**config.mk**
```make
export PLATFORM = sky130hd
export DESIGN_NAME = branch_target_table_flat
export DESIGN_NICKNAME = d
export VERILOG_FILES = /design/src/rtl/btt_pkg.sv /design/src/rtl/btt_if.sv /design/src/rtl/btt_mem.sv /design/src/rtl/branch_target_table.sv /design/src/flat_wrapper.sv
export SDC_FILE = /design/constraint.sdc
export NUM_CORES = 2
export LEC_CHECK = 0
export ABC_CLOCK_PERIOD_IN_PS = 16000
export BUFFER_PORTS_ARGS = -buffer_cell sky130_fd_sc_hd__buf_4
export CORE_AREA = 2 2 514 516
export CTS_CLUSTER_SIZE = 28
export DETAILED_ROUTE_END_ITERATION = 6
export DIE_AREA = 0 0 516 518
export SLEW_MARGIN = 10
export SYNTH_ARGS = -nofsm -noshare
export SYNTH_HDL_FRONTEND = slang
export SYNTH_SLANG_ARGS = --single-unit
```
**constraint.sdc**
```tcl
create_clock -name clk -period 16 [get_ports clk]
set_clock_uncertainty 0.05 [all_clocks]
set_input_delay 1.6 -clock clk [delete_from_list [all_inputs] [get_ports clk]]
set_output_delay 1.6 -clock clk [all_outputs]
set_load 0.02 [all_outputs]
```
**src/rtl/btt_pkg.sv**
```systemverilog
// Shared types and default widths for the branch target table.
package btt_pkg;

    localparam int DEF_IDX_W  = 8;
    localparam int DEF_ADDR_W = 8;

    // INIT sweeps the array clear, RUN serves reads and writes.
    typedef enum logic {
        INIT = 1'b0,
        RUN  = 1'b1
    } state_t;

    // Lookup mode: absolute target or PC-relative signed offset.
    typedef enum logic {
        ABS = 1'b0,
        REL = 1'b1
    } mode_t;

endpackage

```
**src/rtl/btt_if.sv**
```systemverilog
// Request/response bundle between a client and the branch target table.
interface btt_if
    import btt_pkg::*;
#(
    parameter int IDX_W  = DEF_IDX_W,
    parameter int ADDR_W = DEF_ADDR_W
);

    logic              flush;
    logic              wr_en;
    logic [IDX_W-1:0]  wr_idx;
    logic [ADDR_W-1:0] wr_data;
    logic              rd_req;
    logic [IDX_W-1:0]  rd_idx;
    mode_t             rd_mode;
    logic [ADDR_W-1:0] pc;
    logic              busy;
    logic              rd_valid;
    logic              hit;
    logic [ADDR_W-1:0] target;

    modport master (
        output flush, wr_en, wr_idx, wr_data, rd_req, rd_idx, rd_mode, pc,
        input  busy, rd_valid, hit, target
    );

    modport slave (
        input  flush, wr_en, wr_idx, wr_data, rd_req, rd_idx, rd_mode, pc,
        output busy, rd_valid, hit, target
    );

endinterface

```
**src/rtl/btt_mem.sv**
```systemverilog
// Storage array of data plus valid bit: synchronous write, combinational read.
module btt_mem #(
    parameter int IDX_W  = 8,
    parameter int DATA_W = 8
) (
    input  logic              clk,
    input  logic              we,
    input  logic [IDX_W-1:0]  waddr,
    input  logic [DATA_W-1:0] wdata,
    input  logic              wvalid,
    input  logic [IDX_W-1:0]  raddr,
    output logic [DATA_W-1:0] rdata,
    output logic              rvalid
);

    localparam int DEPTH = 1 << IDX_W;

    logic [DATA_W-1:0] data_q [DEPTH];
    logic [DEPTH-1:0]  valid_q;

    // Array has no reset; contents become defined once the owner sweeps it.
    always_ff @(posedge clk) begin
        if (we) begin
            data_q[waddr]  <= wdata;
            valid_q[waddr] <= wvalid;
        end
    end

    assign rdata  = data_q[raddr];
    assign rvalid = valid_q[raddr];

endmodule

```
**src/rtl/branch_target_table.sv**
```systemverilog
// Branch target table: clear sweep after reset/flush, then 1-cycle lookups
// with write-through bypass and absolute or PC-relative target formation.
module branch_target_table
    import btt_pkg::*;
#(
    parameter int IDX_W  = DEF_IDX_W,
    parameter int ADDR_W = DEF_ADDR_W
) (
    input  logic clk,
    input  logic reset,
    btt_if.slave bus
);

    state_t            state_q, state_d;
    logic [IDX_W-1:0]  cnt_q, cnt_d;

    logic              mem_we;
    logic [IDX_W-1:0]  mem_waddr;
    logic [ADDR_W-1:0] mem_wdata;
    logic              mem_wvalid;
    logic [ADDR_W-1:0] mem_rdata;
    logic              mem_rvalid;

    logic              wr_ok;
    logic              rd_ok;
    logic              bypass;
    logic              ent_valid;
    logic [ADDR_W-1:0] ent_data;
    logic [ADDR_W-1:0] target_d;

    logic              rd_valid_q;
    logic              hit_q;
    logic [ADDR_W-1:0] target_q;

    // State and sweep counter register; reset restarts the sweep.
    always_ff @(posedge clk) begin
        if (reset) begin
            state_q <= INIT;
            cnt_q   <= '0;
        end else begin
            state_q <= state_d;
            cnt_q   <= cnt_d;
        end
    end

    // Next state: flush always restarts the sweep, INIT leaves after the last entry.
    always_comb begin
        state_d = state_q;
        cnt_d   = cnt_q;
        if (bus.flush) begin
            state_d = INIT;
            cnt_d   = '0;
        end else begin
            unique case (state_q)
                INIT: begin
                    cnt_d = cnt_q + 1'b1;
                    if (cnt_q == '1) begin
                        state_d = RUN;
                    end
                end
                RUN: begin
                    state_d = RUN;
                end
                default: begin
                    state_d = INIT;
                    cnt_d   = '0;
                end
            endcase
        end
    end

    assign wr_ok = (state_q == RUN) && bus.wr_en && !bus.flush;
    assign rd_ok = (state_q == RUN) && bus.rd_req;

    // Write port mux: the sweep owns the array in INIT, clients own it in RUN.
    always_comb begin
        mem_we     = 1'b0;
        mem_waddr  = bus.wr_idx;
        mem_wdata  = bus.wr_data;
        mem_wvalid = 1'b1;
        if (state_q == INIT) begin
            mem_we     = 1'b1;
            mem_waddr  = cnt_q;
            mem_wdata  = '0;
            mem_wvalid = 1'b0;
        end else begin
            mem_we = wr_ok;
        end
    end

    btt_mem #(
        .IDX_W  (IDX_W),
        .DATA_W (ADDR_W)
    ) u_mem (
        .clk    (clk),
        .we     (mem_we),
        .waddr  (mem_waddr),
        .wdata  (mem_wdata),
        .wvalid (mem_wvalid),
        .raddr  (bus.rd_idx),
        .rdata  (mem_rdata),
        .rvalid (mem_rvalid)
    );

    // Lookup: bypass a same-cycle write, then pick fall-through, absolute or relative target.
    always_comb begin
        bypass    = wr_ok && (bus.wr_idx == bus.rd_idx);
        ent_valid = mem_rvalid;
        ent_data  = mem_rdata;
        if (bypass) begin
            ent_valid = 1'b1;
            ent_data  = bus.wr_data;
        end
        target_d = bus.pc + ADDR_W'(1);
        if (ent_valid) begin
            if (bus.rd_mode == REL) begin
                target_d = bus.pc + ent_data;
            end else begin
                target_d = ent_data;
            end
        end
    end

    // Result register: valid pulses one cycle after an accepted read, data holds otherwise.
    always_ff @(posedge clk) begin
        if (reset) begin
            rd_valid_q <= 1'b0;
            hit_q      <= 1'b0;
            target_q   <= '0;
        end else begin
            rd_valid_q <= rd_ok;
            if (rd_ok) begin
                hit_q    <= ent_valid;
                target_q <= target_d;
            end
        end
    end

    assign bus.busy     = (state_q == INIT);
    assign bus.rd_valid = rd_valid_q;
    assign bus.hit      = hit_q;
    assign bus.target   = target_q;

endmodule

```
**src/flat_wrapper.sv**
```systemverilog
// flat-port wrapper written by rule: the top's interface ports become plain ports
module branch_target_table_flat import btt_pkg::*;
#(
    parameter int IDX_W  = DEF_IDX_W,
    parameter int ADDR_W = DEF_ADDR_W
)
  (clk, reset, bus_flush, bus_wr_en, bus_wr_idx, bus_wr_data, bus_rd_req, bus_rd_idx, bus_rd_mode, bus_pc, bus_busy, bus_rd_valid, bus_hit, bus_target);
  btt_if #(.IDX_W(IDX_W), .ADDR_W(ADDR_W)) bus_i ();
  input  logic clk;
  input  logic reset;
  input wire logic [$bits(bus_i.flush)-1:0] bus_flush;
  input wire logic [$bits(bus_i.wr_en)-1:0] bus_wr_en;
  input wire logic [$bits(bus_i.wr_idx)-1:0] bus_wr_idx;
  input wire logic [$bits(bus_i.wr_data)-1:0] bus_wr_data;
  input wire logic [$bits(bus_i.rd_req)-1:0] bus_rd_req;
  input wire logic [$bits(bus_i.rd_idx)-1:0] bus_rd_idx;
  input wire logic [$bits(bus_i.rd_mode)-1:0] bus_rd_mode;
  input wire logic [$bits(bus_i.pc)-1:0] bus_pc;
  output wire logic [$bits(bus_i.busy)-1:0] bus_busy;
  output wire logic [$bits(bus_i.rd_valid)-1:0] bus_rd_valid;
  output wire logic [$bits(bus_i.hit)-1:0] bus_hit;
  output wire logic [$bits(bus_i.target)-1:0] bus_target;
  assign bus_i.flush = bus_flush;
  assign bus_i.wr_en = bus_wr_en;
  assign bus_i.wr_idx = bus_wr_idx;
  assign bus_i.wr_data = bus_wr_data;
  assign bus_i.rd_req = bus_rd_req;
  assign bus_i.rd_idx = bus_rd_idx;
  assign bus_i.rd_mode = bus_rd_mode;
  assign bus_i.pc = bus_pc;
  assign bus_busy = bus_i.busy;
  assign bus_rd_valid = bus_i.rd_valid;
  assign bus_hit = bus_i.hit;
  assign bus_target = bus_i.target;
  branch_target_table #(.IDX_W(IDX_W), .ADDR_W(ADDR_W)) u_core (.clk(clk), .reset(reset), .bus(bus_i));
endmodule
```
After elaboration in Yosys (flattened, before gate mapping)
Memories as Yosys holds them, arrays and structs flattened.
Cells that the tools add are included.

operators by class
  $lt $le $gt $ge = 3
  bitwise gates (word level) = 1
  reductions and logical operators = 7
  $add $sub $neg = 3
  multiplexer cells = 17
  equal/unequal tests = 2

operators with widths
  cell                                                                                  number
  256-bit bitwise mux                                                                   1
  8-bit two-way mux                                                                     5
  8-bit by 9-bit less-than comparator with 1-bit output (second input constant)         2
  8-bit by 1-bit adder with 8-bit output (second input constant)                        2
  8-bit adder                                                                           1
  1-bit binary-select mux with 8-bit select                                             1
  1-bit demux with 8-bit select                                                         1
  8-bit == test                                                                         1
  8-bit == test (second input constant)                                                 1
  8-bit by 1-bit greater-or-equal comparator with 1-bit output (second input constant)  1
  1-bit two-way mux                                                                     8
  1-bit logical AND                                                                     5
  1-bit case mux with 2 select lines                                                    1
  2-bit OR reduction                                                                    1
  1-bit zero test                                                                       1
  1-bit inverter                                                                        1

storage, ports and cells
  memories = 1
  bits of input ports = 38
  output and inout bits = 11
  logic and storage cells = 40
  bits in registers = 275
  bits in writable memories = 2048

memories
  memory               words  width  read ports  clocked after Yosys merged registers in  write ports  line           RTL
  u_core.u_mem.data_q  256    8      1           0                                        1            btt_mem.sv:18  logic [DATA_W-1:0] data_q [DEPTH];

Logic depth before layout (Yosys ltp)
  word-level depth = 7
  depth in mapped cells = 24
  mapped depth without buffers = 19

Modules after synthesis
Synthesis repeated with hierarchy kept, for this count alone.

unflattened totals
  cell total of the unflattened synthesis = 4399
  area total of the unflattened synthesis = 90814.6 um^2

by module, submodules not included
  module               area each (um^2)  seq. area each (um^2)  cells each  times used
  btt_mem              89110.5           69186.4                4199        1
  branch_target_table  1704.1            380.4                  200         1

Worst setup path before layout
No wires, ideal clock.

  path type = register to register
  start point = reg u_core.state_q
  end point = mem u_core.u_mem.data_q[0][0], data pin
  path buffers = 0
  period minus slack after synthesis = 12804 ps
  data arrival time = 11345 ps
  slack = 3196 ps
  cell stages (with the launch flop) = 3
  data required time = 14541 ps
  library setup time = 1409 ps
  path through = dfxtp_1 > clkinv_1 > nor2_1

on the way
  cells in the longest elaborated chain, start to end = 1

RTL lines
  what                      line                       RTL
  start: declaration        branch_target_table.sv:14  state_t state_q, state_d;
  start signal: assignment  branch_target_table.sv:41  state_q <= state_d;
  8-bit two-way mux         branch_target_table.sv:81  if (state_q == INIT) begin
  net u_core.mem_wdata[0]   branch_target_table.sv:19  logic [ADDR_W-1:0] mem_wdata;
  end: declaration          btt_mem.sv:18

The timed path passes the listed nets, and every way through them passes these cells.

Worst setup path after layout
  start point = in bus_rd_idx[1]
  end point = reg u_core.target_q[7], in the netlist u_core.bus.target[7]

on the way
  cells in the longest elaborated chain, start to end = 6
  elaborated cells on any way between the ends = 10
  those cells by class = add/sub: 1; eq/ne: 1; mux: 6; reduce/logical: 1; memory: 1

RTL lines
  what                                                        line                        RTL
  start: declaration                                          flat_wrapper.sv:16          input wire logic [$bits(bus_i.rd_idx)-1:0] bus_rd_idx;
  branches (longest 5 deep; another with memory 256 x 8 bit)  -
  8-bit two-way mux (*)                                       branch_target_table.sv:115  if (ent_valid) begin
  end signal: assignment                                      branch_target_table.sv:134  target_q <= target_d;
  end: declaration                                            branch_target_table.sv:33   logic [ADDR_W-1:0] target_q;

Mark *: on every way between the ends. The select of a mux whose other input is x is not followed.
A chain may end at the register's enable or synchronous reset.

==> qor.yml <==
status: "finished, final reports clean"
rr_startpoint: "u_core.state_q"
fin_nets: 4395
core_area_um2: 262000
required_ps: 16720
ys_top_cells_by_area: "edfxtp_1, mux4_2, nor2_1"
ff_latch_area_um2: 69600
cts_buffers: 225
holdWs_ps: 471
drc: 0
ys_seq_elements: 2323
start_util: 0.349
grt_pass1_vias: 44655
fin_setup_tns_ps: 0
via_per_inst: 5.62
dr_total_vias: 45288
grt_pass1_wl_um: 356000
routedWlPerCell_um: 31.7
min_period_ps: 7350
end_kind: "register"
drt_iter0_markers: 6356
clk_latency_ps: 890
synth_area_leader_cell: "edfxtp_1"
synth.avg_cell_area_um2: 21.8
tritoncts: "built"
synth-edff-count: 2304
async_flop_share: 0
gr-total-overflow: 0
wl_um: 255000
antenna_found_initial: 19
port_buffers: 48
clock_tree.buffer_depth: 3
grt_max_degree: 177
drv_cap: 0
p_total_w: 0.0123
hold_class: "register to register"
routabilityCongestion: 0.907
cts_setup_buffers: 0
rsz0062_at_grt: "false"
critPathArrivalTime_ps: 8060
rows: 188
yosysTopAreaCellShare: 0.758
leakage_nw: 26.7
ys_types: 76
ys_seq_area_frac: 0.763
reg2reg_slack_ps: 10590
ctsHtreeMaxLevel: 4
yosysWarningCount: 0
cp_max_fo: 61
hold_viol: 0
drive_gt1_frac: 0.248
cts_resized: 0
firstDrtPassIters: 6
cp-start-kind: "primary input"
hpwl_um: 157000
worstReg2RegEnd: "u_core.u_mem.data_q[117][2]"
die_x_um: 516
syn-num-nets: 4233
ys.flop_type: "edfxtp_1"
fmax_mhz: 136
postCtsHoldBufs: 0
layout_worst_path_cycle_share: 0.459
track_usage: 0.188
cp-endpoint: "u_core.bus.target[7]"
ioPinCount: 49
maxSlewViolCount: 0
cp-startpoint: "bus_rd_idx[1]"
multi_input_area_um2: 20200
die_y_um: 518
clock-sinks: 2323
peakVddDrop_mv: 0.114
setup_viol: 0
criticalPathCategory: "primary input to register"
tightest_slew_ps: 1340
max_slew_margin: 0.106
n_fill_cell: 23217
synthCells: 4185
reg2reg_depth: 6
root_buffer: "clkbuf_16"
synth_area_um2: 91200
dieArea_um2: 267000
clk_pin_slew_ps: 60
ant_nets: 0
power_density_nw_per_um2: 119
syn2layout_area_growth_pct: 12.7
[metal layers]
layer	track usage	up-vias	wire length, um
li1	-	17960	-
met1	0.258	24596	102000
met2	0.299	2301	122000
met3	0.0320	429	20700
met4	0.0723	2	10700
met5	0	-	13
[through the flow]
step / std cells / setup WS [ps] / util / cell area (um^2)
6_report: 8057 / 8650 / 0.393 / 103000
5_1_grt: 8052 / 8430 / 0.393 / 103000
4_1_cts: 8045 / 8710 / 0.393 / 103000
3_5_place_dp: 7635 / 7790 / 0.365 / 95600
3_3_place_gp: 7635 / 7790 / 0.365 / 95600
2_1_floorplan: 4185 / 3200 / - / 91200
[report_power, final]
group / total, W / internal, W / leakage, nW / switching, W
logic: 0.000398 / 0.000141 / 6.02 / 0.000258
registers: 0.00659 / 0.00659 / 17.2 / 0.00000108
clock network: 0.00528 / 0.00298 / 3.51 / 0.00230
total: 0.0123 / 0.00971 / 26.7 / 0.00255
[area by class of cell]
cell class / count / area share
antenna: 12 / 0.000292
clock buffer: 289 / 0.0579
clock inverter: 121 / 0.0126
inverter: 18 / 0.000718
multi-input combinational: 1608 / 0.196
sequential: 2323 / 0.676
tap: 3515 / 0.0428
timing repair buffer: 171 / 0.0132
[sequential cells by signal (all words and copies together) (netlist names)]
signal and count:
u_core.bus.hit 1, u_core.state_q 1, u_core.u_mem.valid_q 256, u_core.u_mem.data_q 2048, u_core.bus.rd_valid 1, u_core.bus.target 8
u_core.cnt_q 8
[synth_stat cells, drive strengths merged (6+ instances only)]
master	n
a21oi	36
o21ai	33
o211ai	8
dfxtp	19
or4	6
mux2i	88
clkbuf	87
a22o	6
inv	15
mux4	632
o22ai	13
nor3	12
a32oi	8
xnor2	17
edfxtp	2304
nand2	113
o221ai	12
nor2	308
mux2	15
buf	149
nand2b	7
a22oi	59
nand3	42
nand4	9
or3	13
o2111ai	6
a31oi	10
a211oi	22
and2	23
nor2b	22
ha	9
[logic make-up (layout without fill, tap and decap cells)]
logic type,Yosys count,in the layout,share of synthesized area
AOI/OAI and AO/OA,260,260,0.0203
and+or+nand+nor,581,581,0.0281
buffers and inverters,254,599,0.0171
muxes,735,735,0.168
other,0,12,0
DFF,2323,2323,0.763
xor gates and xnor gates,22,22,0.00211
adders and majority gates,10,10,0.00145
[critical path, cell delays in order]
cell and delay [ps]:
buf_8 430, buf_4 730, buf_4 830, mux4_2 420
mux4_2 450, and2_1 170, nor4_1 730, buf_4 270
or4_1 150, or2_2 110, and2_1 150, inv_1 60
ha_1 270, a21o_1 180, a21oi_1 250, o21ai_0 180
o41ai_1 410, xnor2_1 190, nand2_1 90, xnor2_1 200
o21ai_2 70
[worst min-delay path by stage]
stage	startpoint	end	slack, ps	depth (start not counted)
final	u_core.cnt_q[0]	u_core.cnt_q[0]	470	2
after global routing	u_core.cnt_q[7]	u_core.cnt_q[7]	520	2
after CTS	u_core.cnt_q[0]	u_core.cnt_q[0]	460	2
after detailed placement	u_core.cnt_q[0]	u_core.cnt_q[0]	450	2
after global placement	u_core.cnt_q[0]	u_core.cnt_q[0]	450	2
after floorplan	u_core.cnt_q[0]	u_core.cnt_q[0]	430	2
[placed cells by master (no fill, tap or decap), types with 20 or more instances in the layout]
| master | n |
|---|---|
| clkinv_2 | 29 |
| clkbuf_16 | 229 |
| mux4_2 | 612 |
| mux4_1 | 20 |
| bufinv_16 | 22 |
| mux2i_1 | 88 |
| o21ai_0 | 27 |
| nand3_1 | 42 |
| buf_4 | 164 |
| edfxtp_1 | 2304 |
| a22oi_1 | 59 |
| nor2_1 | 303 |
| clkbuf_1 | 60 |
| a21oi_1 | 36 |
| nand2_1 | 113 |
| a211oi_1 | 22 |
| clkinv_1 | 55 |
No activity file was read; power rests on OpenSTA's default activity.
